$ cat src/rtl/timer_pkg.sv
// Shared constants for the timer control path: default timing, counter widths,
// mode encoding and the start-key hold state encoding.
package timer_pkg;

  localparam int unsigned DEBOUNCE_CYCLES_DEF = 32'd1000000;
  localparam int unsigned HOLD_CYCLES_DEF     = 32'd100000000;
  localparam int unsigned DEB_CNT_W           = $clog2(DEBOUNCE_CYCLES_DEF);
  localparam int unsigned HOLD_CNT_W          = $clog2(HOLD_CYCLES_DEF);

  localparam logic MODE_STOPWATCH = 1'b0;
  localparam logic MODE_TIMER     = 1'b1;

  typedef enum logic [1:0] {
    ST_IDLE    = 2'd0,
    ST_PRESSED = 2'd1,
    ST_HELD    = 2'd2
  } start_state_e;

  function automatic int unsigned cnt_width(input int unsigned n);
    return (n > 32'd1) ? $clog2(n) : 32'd1;
  endfunction

endpackage

$ cat src/rtl/key_debounce.sv
// One push-button: 2-flop synchronizer, stability-count debounce and
// one-clock press (stable 1->0) / release (stable 0->1) strobes.
module key_debounce
  import timer_pkg::*;
#(
  parameter int unsigned DEBOUNCE_CYCLES = DEBOUNCE_CYCLES_DEF
) (
  input  logic clk_i,
  input  logic rst_ni,
  input  logic key_ni,
  output logic pressed_o,
  output logic press_o,
  output logic release_o
);

  localparam int unsigned      CNT_W    = cnt_width(DEBOUNCE_CYCLES);
  localparam logic [CNT_W-1:0] CNT_LAST = CNT_W'(DEBOUNCE_CYCLES - 32'd1);

  logic             sync1_q;
  logic             sync2_q;
  logic             stable_q;
  logic             stable_d;
  logic [CNT_W-1:0] cnt_q;
  logic [CNT_W-1:0] cnt_d;
  logic             press_q;
  logic             release_q;

  // Accept the synced level only after it has differed from stable for DEBOUNCE_CYCLES clocks.
  always_comb begin
    stable_d = stable_q;
    cnt_d    = {CNT_W{1'b0}};
    if (sync2_q != stable_q) begin
      if (cnt_q == CNT_LAST) begin
        stable_d = sync2_q;
        cnt_d    = {CNT_W{1'b0}};
      end else begin
        cnt_d    = cnt_q + {{(CNT_W-1){1'b0}}, 1'b1};
      end
    end else begin
      cnt_d = {CNT_W{1'b0}};
    end
  end

  always_ff @(posedge clk_i or negedge rst_ni) begin
    if (!rst_ni) begin
      sync1_q   <= 1'b1;
      sync2_q   <= 1'b1;
      stable_q  <= 1'b1;
      cnt_q     <= {CNT_W{1'b0}};
      press_q   <= 1'b0;
      release_q <= 1'b0;
    end else begin
      sync1_q   <= key_ni;
      sync2_q   <= sync1_q;
      stable_q  <= stable_d;
      cnt_q     <= cnt_d;
      press_q   <= stable_q & ~stable_d;
      release_q <= ~stable_q & stable_d;
    end
  end

  assign pressed_o = ~stable_q;
  assign press_o   = press_q;
  assign release_o = release_q;

endmodule

$ cat src/rtl/button_conditioner.sv
// Start/stop and mode push-button conditioning for the timer core.
// Optional HOLD_CLEAR_EN: start toggles on short-press release; a long hold pulses Clear.
module button_conditioner
  import timer_pkg::*;
#(
  parameter int unsigned DEBOUNCE_CYCLES = DEBOUNCE_CYCLES_DEF,
  parameter int unsigned HOLD_CYCLES     = HOLD_CYCLES_DEF
) (
  input  logic CLK_50MHz,
  input  logic rst_n,
  input  logic KeyStartStop_n,
  input  logic KeyMode_n,
  output logic StartStop,
  output logic ModeSel,
  output logic ModeChg,
  output logic Clear
);

  logic ss_pressed_s;
  logic ss_press_s;
  logic ss_release_s;
  logic md_pressed_unused_s;
  logic md_press_s;
  logic md_release_unused_s;

  logic run_q;
  logic mode_q;
  logic mode_chg_q;

  key_debounce #(.DEBOUNCE_CYCLES(DEBOUNCE_CYCLES)) u_key_start (
    .clk_i     (CLK_50MHz),
    .rst_ni    (rst_n),
    .key_ni    (KeyStartStop_n),
    .pressed_o (ss_pressed_s),
    .press_o   (ss_press_s),
    .release_o (ss_release_s)
  );

  key_debounce #(.DEBOUNCE_CYCLES(DEBOUNCE_CYCLES)) u_key_mode (
    .clk_i     (CLK_50MHz),
    .rst_ni    (rst_n),
    .key_ni    (KeyMode_n),
    .pressed_o (md_pressed_unused_s),
    .press_o   (md_press_s),
    .release_o (md_release_unused_s)
  );

  // Mode changes only while paused; run_q is still the pre-toggle value on a simultaneous start press.
  always_ff @(posedge CLK_50MHz or negedge rst_n) begin
    if (!rst_n) begin
      mode_q     <= MODE_STOPWATCH;
      mode_chg_q <= 1'b0;
    end else if (md_press_s && !run_q) begin
      mode_q     <= ~mode_q;
      mode_chg_q <= 1'b1;
    end else begin
      mode_chg_q <= 1'b0;
    end
  end

`ifdef HOLD_CLEAR_EN
  localparam int unsigned       HOLD_W    = cnt_width(HOLD_CYCLES);
  localparam logic [HOLD_W-1:0] HOLD_LAST = HOLD_W'(HOLD_CYCLES - 32'd1);

  start_state_e      st_q;
  logic [HOLD_W-1:0] hold_cnt_q;
  logic              clear_q;
  logic              hold_unused_s;

  assign hold_unused_s = ss_pressed_s;

  // Start key: short press toggles on release, a press reaching HOLD_CYCLES clears and pauses.
  always_ff @(posedge CLK_50MHz or negedge rst_n) begin
    if (!rst_n) begin
      st_q       <= ST_IDLE;
      hold_cnt_q <= {HOLD_W{1'b0}};
      run_q      <= 1'b0;
      clear_q    <= 1'b0;
    end else begin
      clear_q <= 1'b0;
      case (st_q)
        ST_IDLE: begin
          hold_cnt_q <= {HOLD_W{1'b0}};
          if (ss_press_s) begin
            st_q <= ST_PRESSED;
          end
        end
        ST_PRESSED: begin
          if (ss_release_s) begin
            run_q      <= ~run_q;
            hold_cnt_q <= {HOLD_W{1'b0}};
            st_q       <= ST_IDLE;
          end else if (hold_cnt_q == HOLD_LAST) begin
            clear_q <= 1'b1;
            run_q   <= 1'b0;
            st_q    <= ST_HELD;
          end else begin
            hold_cnt_q <= hold_cnt_q + {{(HOLD_W-1){1'b0}}, 1'b1};
          end
        end
        ST_HELD: begin
          hold_cnt_q <= {HOLD_W{1'b0}};
          if (ss_release_s) begin
            st_q <= ST_IDLE;
          end
        end
        default: begin
          st_q       <= ST_IDLE;
          hold_cnt_q <= {HOLD_W{1'b0}};
          run_q      <= 1'b0;
        end
      endcase
    end
  end

  assign Clear = clear_q;
`else
  logic hold_unused_s;

  assign hold_unused_s = ss_pressed_s | ss_release_s | (HOLD_CYCLES == 32'd0);

  // Start key toggles the run level on every accepted press.
  always_ff @(posedge CLK_50MHz or negedge rst_n) begin
    if (!rst_n) begin
      run_q <= 1'b0;
    end else if (ss_press_s) begin
      run_q <= ~run_q;
    end else begin
      run_q <= run_q;
    end
  end

  assign Clear = 1'b0;
`endif

  assign StartStop = run_q;
  assign ModeSel   = mode_q;
  assign ModeChg   = mode_chg_q;

endmodule

$ cat config.mk
export PLATFORM = sky130hd
export DESIGN_NAME = button_conditioner
export DESIGN_NICKNAME = d
export VERILOG_FILES = /design/src/rtl/timer_pkg.sv /design/src/rtl/key_debounce.sv /design/src/rtl/button_conditioner.sv
export SDC_FILE = /design/constraint.sdc
export NUM_CORES = 1
export LEC_CHECK = 0
export ABC_AREA = 1
export ABC_CLOCK_PERIOD_IN_PS = 3780
export CORE_ASPECT_RATIO = 1.5
export CORE_UTILIZATION = 40
export CTS_CLUSTER_DIAMETER = 80
export DETAILED_ROUTE_END_ITERATION = 7
export HOLD_SLACK_MARGIN = 0.06
export PLACE_DENSITY_LB_ADDON = 0.2
export RECOVER_POWER = 100
export SLEW_MARGIN = 15
export SYNTH_ARGS = -nofsm -noshare
export SYNTH_HDL_FRONTEND = slang
export SYNTH_SLANG_ARGS = --single-unit
$ cat constraint.sdc
create_clock -name CLK_50MHz -period 3.78 [get_ports CLK_50MHz]
set_input_delay 1.134 -clock CLK_50MHz [delete_from_list [all_inputs] [get_ports CLK_50MHz]]
set_output_delay 1.134 -clock CLK_50MHz [all_outputs]
set_load 0.03 [all_outputs]
## After elaboration in Yosys (flattened, before gate mapping)

Cells that the tools add are included.

| word-level totals | value |
|---|---|
| bits in registers | 51 |
| bits in latches | 0 |
| bits in writable memories | 0 |
| bits in read-only memories | 0 |
| bits of input ports | 4 |
| output and inout bits | 4 |
| logic and storage cells | 36 |
| memories kept | 0 |

| operators by class | value |
|---|---|
| add/sub/neg operators | 2 |
| multipliers | 0 |
| div/mod/pow operators | 0 |
| order comparisons | 0 |
| eq/ne operators | 4 |
| shifts and indexed selects | 0 |
| mux-type cells | 9 |
| bitwise gates (word level) | 6 |
| reduce and logical (&&, ||, !) cells | 2 |

Operators with widths:

| cell | count |
|---|---|
| two-way mux 20 bit | 4 |
| adder 20 x 1 -> 20 bit, second input constant | 2 |
| == test 20 bit, second input constant | 2 |
| two-way mux 1 bit | 5 |
| NOT 1 bit | 4 |
| bitwise AND 1 bit | 2 |
| inequality test 1 bit | 2 |
| logical AND 1 bit | 1 |
| zero test 1 bit | 1 |

## Logic depth before layout (Yosys ltp)

Gate-level depths: netlist (run 1).

| logic depth | value |
|---|---|
| depth in word-level cells | 5 |
| gate-level depth with buffers | 9 |
| gate-level depth less buffers | 9 |

## By module

Synthesis (run 1) repeated with hierarchy kept, for this count alone.

| unflattened totals | value |
|---|---|
| cells, all modules | 335 |
| area, all modules | 2712.6 µm² |

By module, submodules not included:

| module | instances | cells each | area each (µm²) | sequential area each (µm²) |
|---|---|---|---|---|
| key_debounce | 2 | 161 | 1293.7 | 629.4 |
| button_conditioner | 1 | 13 | 125.1 | 75.1 |

## Worst setup path after synthesis (run 1)

Ideal clock, no wire load.

| timing | value |
|---|---|
| path type | register to output |
| start | register run_q, in the netlist StartStop |
| end | output StartStop |
| data arrival time | 0.509 ns |
| data required time | 2.646 ns |
| slack | 2.137 ns |
| cell stages (with the launch flop) | 1 |
| buffers on the path | 0 |
| cell sequence | dfrtp_1 |

RTL lines:

| what | RTL line | RTL |
|---|---|---|
| from (decl) | button_conditioner.sv:26 | `logic run_q;` |
| from (signal assigned) | button_conditioner.sv:127 | `run_q <= ~run_q;` |
| from (signal assigned) | button_conditioner.sv:129 | `run_q <= run_q;` |
| to (decl) | button_conditioner.sv:13 | `output logic StartStop,` |

No word-level cell between the ends.

## Final worst setup path (run 1)

| timing | value |
|---|---|
| start | register run_q, in the netlist StartStop |
| end | output StartStop |

No word-level cell between the ends.

==> results of run 1 <==
[layout by cell type, fill, tap and decap left out, types with 6 or more instances in the layout]
master   count
nand3_1     28
nand4_1      6
nand2_1     69
dfrtp_1     45
a21oi_1      8
xor2_1      17
nor2_1      80
nor2_2       9
inv_1       37
[final cells by class]
cell class | instances | area, µm² | share of cell area (%)
timing repair buffer | 8 | 61.31 | 2.104
sequential | 51 | 1284 | 44.05
clock inverter | 3 | 18.77 | 0.6441
inverter | 41 | 153.9 | 5.281
clock buffer | 5 | 68.82 | 2.362
multi-input combinational | 249 | 1232 | 42.29
tap | 76 | 95.09 | 3.263
[metrics by stage]
step	worst slack, ps	power, W	cells	hold WS, ps
after floorplan	2137	0.0005894	342	345.2
after global placement	1619	0.0006094	425	345.5
after global routing	1059	0.0009526	433	369.7
final	1209	0.0009069	433	361.0
after detailed placement	1613	0.0006101	425	350.1
after CTS	1259	0.0009296	433	362.7
[worst max-delay path by stage]
stage                                from                              to
floorplan           StartStop$_DFFE_PN0P_                       StartStop
global placement    StartStop$_DFFE_PN0P_                       StartStop
detailed placement  StartStop$_DFFE_PN0P_                       StartStop
CTS                 StartStop$_DFFE_PN0P_                       StartStop
global route                        rst_n  u_key_start.cnt_q[7]$_DFF_PN0_
finish              StartStop$_DFFE_PN0P_                       StartStop
[cell families (layout without fill, tap and decap cells)]
family / Yosys count / after routing / share of synthesized area [%]
and+or+nand+nor: 209 / 209 / 34.76
xor gates and xnor gates: 22 / 22 / 7.632
other: 1 / 1 / 0.1378
buffers and inverters: 42 / 57 / 5.931
AOI/OAI and AO/OA: 15 / 15 / 3.448
DFF: 51 / 51 / 47.17
adders and majority gates: 2 / 2 / 0.9194
[layer usage]
metal / track usage, % / share of wire (%)
met5: 0 / 0
met3: 2.835 / 2.5
met4: 10.20 / 4.0
met1: 17.15 / 40
met2: 31.59 / 54
[power breakdown]
part	switching (W)	total (W)	internal [W]
logic	0.0000258	0.0000343	0.00000849
registers	0.00000516	0.000559	0.000554
clock network	0.000183	0.000313	0.000131
total	0.000214	0.000907	0.000693
==> results.yml, run 1 <==
finish:
  n_antenna_cell: 0
  nFillCells: 663
  reg.largest.list: "u_key_mode.cnt_q x20, u_key_start.cnt_q x20"
  drive_above_1_share_pct: 10.36
  area_growth_pct: 7.080
  utilization_pct: 44.62
  design_area_um2: 2914
  nets: 362
floorplan:
  ios: 8
  die-area_um2: 7144
  fp-row-count: 36
  fp.dieH_um: 103.0
  die_w_um: 69.35
  start_util_pct: 41.67
  core_um2: 6531
cts:
  cts_hold_buf: 0
  path_clk_slew_ps: 100
  cts_setup_buffers: 0
  clk-insertion-delay-late_ps: 300
  cts-root-buf: "clkbuf_8"
  htreeDepth: 2
  cts_tree: "yes"
  clkSinkCount: 51
  clk_path_buf_depth: 2
  cts_buffers: 5
  cts_resized: 0
logic_synthesis:
  synth-edff-count: 0
  synth_area_leaders: "dfrtp_1, nor2_1, nand2_1"
  synth_nets: 348
  ys_ff_latch: 51
  ys_seq_area_share_pct: 47.17
  ys_warn_count: 0
  synth_common_cells: "nor2_1, nand2_1, dfrtp_1"
  post-synth-top-count-cell: "nor2_1"
  synth_flop_cell: "dfrtp_1"
  synth.cell_area_um2: 2721
  syn_inst: 342
  yosys.area.top_type: "dfrtp_1"
  avgSynthCellArea_um2: 7.957
  synthArstFlopShare_pct: 100.0
  yosysUniqueCellTypes: 30
  yosysTopAreaCellShare_pct: 41.38
setup_path:
  crit_path_max_incr_delay_ps: 750
  cp.required_ps: 2650
  critPathTopFamily: "buffers and inverters"
  critPathBufInv: 1
  reg2reg_depth: 4
  arrival_ps: 1440
  cp_num_cells: 1
  crit_path_cell_trace: "dlygate4sd3_1"
  path_class: "reg2out"
  r2r_slack_ps: 1910
  critPathMaxFanout: 3
  start_kind: "flop"
  cp_slowest_cell: "dlygate4sd3_1"
  rr_startpoint: "u_key_start.stable_q$_DFF_PN1_"
  r2r_end: "u_key_start.cnt_q[9]$_DFF_PN0_"
  end_kind: "output pin"
worst_hold_path:
  hold_depth: 0
  hp-class: "reg2reg"
  hold_end: "u_key_start.sync2_q$_DFF_PN1_"
  min_from: "u_key_start.sync1_q$_DFF_PN1_"
timing:
  finalCriticalPeriod_ps: 2571
  finalSetupTns_ps: 0
  setup_viol: 0
  maxSlewViolCount: 0
  tightest_slew_ps: 1211
  max-slew-margin-rel_pct: 19.24
  rsz0062_at_grt: "no"
  clock_skew_ps: 10.57
  final.period_utilization_pct: 68.02
  fmax_mhz: 389.0
  finalHoldViolCount: 0
power:
  p_per_area_nw_per_um2: 311.2
  ir_worst_vdd_uv: 150.2
  static-leakage-power_nw: 1.294
status:
  outcome: "finished clean"
placement:
  port-buffer-count: 6
  routabilityCongestion: 0.8989
  dp_hpwl_um: 4089
  placed_area_um2: 2879
global_routing:
  grt_pass1_vias: 2130
  grt_pass1_wl_um: 9370
  antenna_found_initial: 0
  overflow: 0
  grt_max_degree: 25
  grt_usage_pct: 16.69
route:
  avgRoutedWirePerCell_um: 12.22
  dr_total_vias: 2073
  dr.pass1.iters: 4
  vias_per_cell: 4.788
  ant_nets: 0
  drt-total-wl_um: 5293
  drc: 0
  drt_iter0_markers: 53
flow_run:
  maxCapViolCount: 0
Power figures use the tool's default switching activity.
==> inputs of run 2 (changes only) <==
ABC_CLOCK_PERIOD_IN_PS = 2400   (was 3780)
clock period = 2.4 ns   (was 3.78 ns; I/O delays follow)
==> run 2 against run 1 <==
Effect of this change:
- non-clock buffer count unchanged
- first-iteration DRC count rose by 62%
- worst setup slack got worse by 950 ps
- core utilization rose by 0.27 points
- worst hold slack hardly changed
- count of clock-buffer cells in the layout stayed put
- flip-flop and latch count did not move
- critical path depth stayed put
- critical endpoint unchanged
==> results.yml, run 2 (synthesis gave the netlist of run 1 again) <==
status:
  outcome: "finished clean"
timing:
  finalCriticalPeriod_ps: 2139
  finalHoldViolCount: 0
  tightest_slew_ps: 999.3
  rsz0062_at_grt: "no"
  fmax_mhz: 467.6
  setup_viol: 0
  finalSetupTns_ps: 0
  maxSlewViolCount: 0
  final.period_utilization_pct: 89.11
  clock_skew_ps: 10.49
  max-slew-margin-rel_pct: 33.38
placement:
  dp_hpwl_um: 4089
  placed_area_um2: 2892
  dp_cells: 425
  routabilityCongestion: 0.8868
  port-buffer-count: 6
floorplan:
  ios: 8
  die_w_um: 69.35
  die-area_um2: 7144
  fp.dieH_um: 103.0
  fp-row-count: 36
  start_util_pct: 41.67
  core_um2: 6531
setup_path:
  start_kind: "flop"
  arrival_ps: 1420
  crit_path_max_incr_delay_ps: 740
  critPathTopFamily: "buffers and inverters"
  crit_path_cell_trace: "dlygate4sd3_1"
  end_kind: "output pin"
  path_class: "reg2out"
  cp.required_ps: 1680
  critPathBufInv: 1
  rr_startpoint: "u_key_start.stable_q$_DFF_PN1_"
  r2r_end: "u_key_start.cnt_q[9]$_DFF_PN0_"
  reg2reg_depth: 4
  r2r_slack_ps: 490
  cp_slowest_cell: "dlygate4sd3_1"
  critPathMaxFanout: 3
cts:
  clk_path_buf_depth: 2
  path_clk_slew_ps: 90
  cts-root-buf: "clkbuf_8"
  clkSinkCount: 51
  clk-insertion-delay-late_ps: 300
  htreeDepth: 2
  cts_setup_buffers: 0
  cts_resized: 0
  cts_tree: "yes"
  cts_buffers: 5
  cts_hold_buf: 0
route:
  dr.max_layer_used: "met4"
  avgRoutedWirePerCell_um: 12.27
  drt-total-wl_um: 5312
  met3_length_um: 91
  met1Wirelength_um: 2203
  wl_met2_um: 2901
  drt_iter0_markers: 86
  ant_nets: 0
  drc: 0
  vias_per_cell: 4.868
  dr_total_vias: 2108
  dr.pass1.iters: 4
power:
  swShare_pct: 23.27
  netSwitchingPower_w: 0.0003312
  p_per_area_nw_per_um2: 485.6
  power_frac_comb_pct: 4.0
  clkPwrFrac_pct: 34.1
  p_int_w: 0.001092
  ir_worst_vdd_uv: 288.6
  seqPwrFrac_pct: 61.9
  static-leakage-power_nw: 1.295
worst_hold_path:
  hold_end: "u_key_start.sync2_q$_DFF_PN1_"
  hp-class: "reg2reg"
  hold_depth: 0
  min_from: "u_key_start.sync1_q$_DFF_PN1_"
finish:
  reg.largest.list: "u_key_mode.cnt_q x20, u_key_start.cnt_q x20"
  drive_above_1_share_pct: 10.64
  nFillCells: 652
  nets: 362
  design_area_um2: 2932
  n_antenna_cell: 0
  mostFrequentLayoutCells: "nor2_1, nand2_1, dfrtp_1"
  final_cells: 433
  area_growth_pct: 7.724
  utilization_pct: 44.89
  layout_commonest_cell: "nor2_1"
global_routing:
  grt_pass1_wl_um: 9218
  grt_pass1_vias: 2084
  overflow: 0
  antenna_found_initial: 0
  grt_max_degree: 24
  grt_usage_pct: 16.43
flow_run:
  maxCapViolCount: 0
## run 2: worst max path at each step
stage	start	endpoint	slack, ps	depth (start not counted)
after floorplan	u_key_start.cnt_q[0]$_DFF_PN0_	u_key_start.cnt_q[9]$_DFF_PN0_	1150	8
after global placement	StartStop$_DFFE_PN0P_	StartStop	650	1
after detailed placement	StartStop$_DFFE_PN0P_	StartStop	650	1
after CTS	StartStop$_DFFE_PN0P_	StartStop	310	1
after global routing	StartStop$_DFFE_PN0P_	StartStop	190	1
final	StartStop$_DFFE_PN0P_	StartStop	260	1
## run 2: final cells by class
| class | instances | area, µm² | area share (%) |
|---|---|---|---|
| multi-input cells | 249 | 1232 | 42.04 |
| well taps | 76 | 95.09 | 3.244 |
| inverters | 41 | 153.9 | 5.250 |
| clock buffers | 5 | 68.82 | 2.347 |
| repair buffers | 8 | 77.57 | 2.646 |
| flip-flops and latches | 51 | 1284 | 43.79 |
| clock inverters | 3 | 20.02 | 0.6829 |
## run 2: power by group through the flow
stage	sequential, W	combinational, W	clock (W)
floorplan	0.000897	0.0000313	0
global placement	0.000898	0.0000638	0
detailed placement	0.000899	0.0000647	0
CTS	0.000883	0.0000652	0.000513
global route	0.000883	0.0000678	0.000548
finish	0.000881	0.0000575	0.000485
## run 2: metal layers
layer	global-route usage, %	vias to the layer above
met5	0	-
li1	-	1083
met2	32.34	21
met1	17.32	995
met3	2.835	9
met4	6.279	0
## run 2: per-stage QoR
stage / worst slack [ps] / hold WS, ps / power (W)
2_1_floorplan: 1146 / 345.2 / 0.0009283
3_3_place_gp: 653.5 / 345.8 / 0.0009620
3_5_place_dp: 651.2 / 349.4 / 0.0009639
4_1_cts: 308.3 / 288.3 / 0.001461
5_1_grt: 187.5 / 368.5 / 0.001499
6_report: 261.4 / 361.1 / 0.001423
==> inputs of run 3 (changes only) <==
==> constraint.sdc (replaced) <==
create_clock -name CLK_50MHz -period 2.4 [get_ports CLK_50MHz]
set_input_delay 0.72 -clock CLK_50MHz [delete_from_list [all_inputs] [get_ports CLK_50MHz]]
set_output_delay 0.72 -clock CLK_50MHz [all_outputs]
set_load 0.02 [all_outputs]
==> run 3 against run 2 <==
Effect of this change:
- count of clock-buffer cells in the layout grew 2
- largest cell class unchanged
- worst hold slack lost 2.0 ps
- routed wire length grew 1.8%
- combinational power is essentially flat
==> results.yml, run 3 (synthesis gave the netlist of run 1 again) <==
timing:
  tightest_slew_ps: 1013
  fmax_mhz: 482.2
  whs_ps: 359.2
  finalSetupTns_ps: 0
  finalHoldViolCount: 0
  max-slew-margin-rel_pct: 32.50
  finalCriticalPeriod_ps: 2074
  clock_skew_ps: 10.24
  setup_viol: 0
  final.period_utilization_pct: 86.41
  fin_ws_ps: 326.1
  maxSlewViolCount: 0
  rsz0062_at_grt: "no"
global_routing:
  grt_usage_pct: 16.81
  grt_max_degree: 24
  grt_pass1_wl_um: 9439
  antenna_found_initial: 0
  overflow: 0
  grt_pass1_vias: 2175
placement:
  port-buffer-count: 6
  placed_area_um2: 2892
  dp_hpwl_um: 4138
  routabilityCongestion: 0.8945
  place_ws_ps: 715.1
finish:
  drive_above_1_share_pct: 10.08
  mostFrequentLayoutCells: "nor2_1, nand2_1, dfrtp_1"
  design_area_um2: 2949
  reg.largest.list: "u_key_mode.cnt_q x20, u_key_start.cnt_q x20"
  n_antenna_cell: 0
  layout_commonest_cell: "nor2_1"
  area_growth_pct: 8.368
  nets: 362
  nFillCells: 653
cts:
  path_clk_slew_ps: 90
  cts_resized: 0
  cts_setup_buffers: 0
  clk_path_buf_depth: 2
  htreeDepth: 2
  cts_buffers: 5
  cts_hold_buf: 0
  clk-insertion-delay-late_ps: 300
  clkSinkCount: 51
  cts_tree: "yes"
  cts-root-buf: "clkbuf_8"
flow_run:
  maxCapViolCount: 0
power:
  power_w: 0.001519
  swShare_pct: 20.89
  power_frac_comb_pct: 3.8
  clkPwrFrac_pct: 38.2
  seqPwrFrac_pct: 58.0
  netSwitchingPower_w: 0.0003173
  p_int_w: 0.001201
  p_per_area_nw_per_um2: 515.0
  ir_worst_vdd_uv: 322.3
  static-leakage-power_nw: 1.308
floorplan:
  core_um2: 6531
  start_util_pct: 41.67
  die-area_um2: 7144
  fp.dieH_um: 103.0
  fp-row-count: 36
  ios: 8
  die_w_um: 69.35
setup_path:
  critPathMaxFanout: 3
  crit_path_cell_trace: "dlygate4sd3_1"
  end_kind: "output pin"
  cp.required_ps: 1680
  cp_slowest_cell: "dlygate4sd3_1"
  arrival_ps: 1350
  start_kind: "flop"
  critPathTopFamily: "buffers and inverters"
  crit_path_max_incr_delay_ps: 680
  path_class: "reg2out"
  critPathBufInv: 1
worst_hold_path:
  hp-class: "reg2reg"
route:
  drt-total-wl_um: 5406
  avgRoutedWirePerCell_um: 12.48
  dr_total_vias: 2087
  vias_per_cell: 4.820
  ant_nets: 0
  drc: 0
  drt_iter0_markers: 62
  dr.pass1.iters: 4
status:
  outcome: "finished clean"
==> run 3: changes by cell type in the layout (fill, tap and decap cells not counted), sizes merged <==
cell	change
bufinv	+1
clkbuf	+2
clkinv	-1
clkinvlp	-2
==> run 3: cell type report <==
cell class	instances	area (µm²)	area share, %
Clock buffer	7	76.32	2.588
Clock inverter	1	30.03	1.018
Sequential cell	51	1284	43.53
Multi-Input combinational cell	249	1232	41.79
Tap cell	76	95.09	3.224
Timing Repair Buffer	8	77.57	2.630
Inverter	41	153.9	5.219
==> run 3: worst paths after layout <==
path | from | to | slack, ps | cells past startpoint
max reg2reg | u_key_start.stable_q$_DFF_PN1_ | u_key_start.cnt_q[9]$_DFF_PN0_ | 470 | 4
max in group asynchronous | rst_n | u_key_start.cnt_q[11]$_DFF_PN0_ | 600 | 2
max | StartStop$_DFFE_PN0P_ | StartStop | 330 | 1
min | u_key_mode.sync1_q$_DFF_PN1_ | u_key_mode.sync2_q$_DFF_PN1_ | 360 | 0
min reg2reg | u_key_mode.sync1_q$_DFF_PN1_ | u_key_mode.sync2_q$_DFF_PN1_ | 360 | 0
min in group asynchronous | rst_n | u_key_mode.cnt_q[2]$_DFF_PN0_ | 440 | 1
==> run 3: stage by stage <==
stage | std cells | utilization (%)
after global placement | 425 | 44.27
after global routing | 433 | 45.15
after detailed placement | 425 | 44.27
after CTS | 433 | 45.90
final | 433 | 45.15
after floorplan | 342 | -
==> run 3: power groups by stage <==
stage / logic, W / clock network (W) / registers (W)
final: 0.0000574 / 0.000580 / 0.000881
after floorplan: 0.0000306 / 0 / 0.000897
after detailed placement: 0.0000647 / 0 / 0.000899
after global routing: 0.0000663 / 0.000628 / 0.000883
after global placement: 0.0000633 / 0 / 0.000898
after CTS: 0.0000647 / 0.000606 / 0.000882
==> run 3: layer usage <==
metal | GRT usage (%) | routed length, µm
met5 | 0 | 0
met4 | 7.692 | 142
met3 | 2.346 | 99
met2 | 33.31 | 2894
met1 | 17.40 | 2270
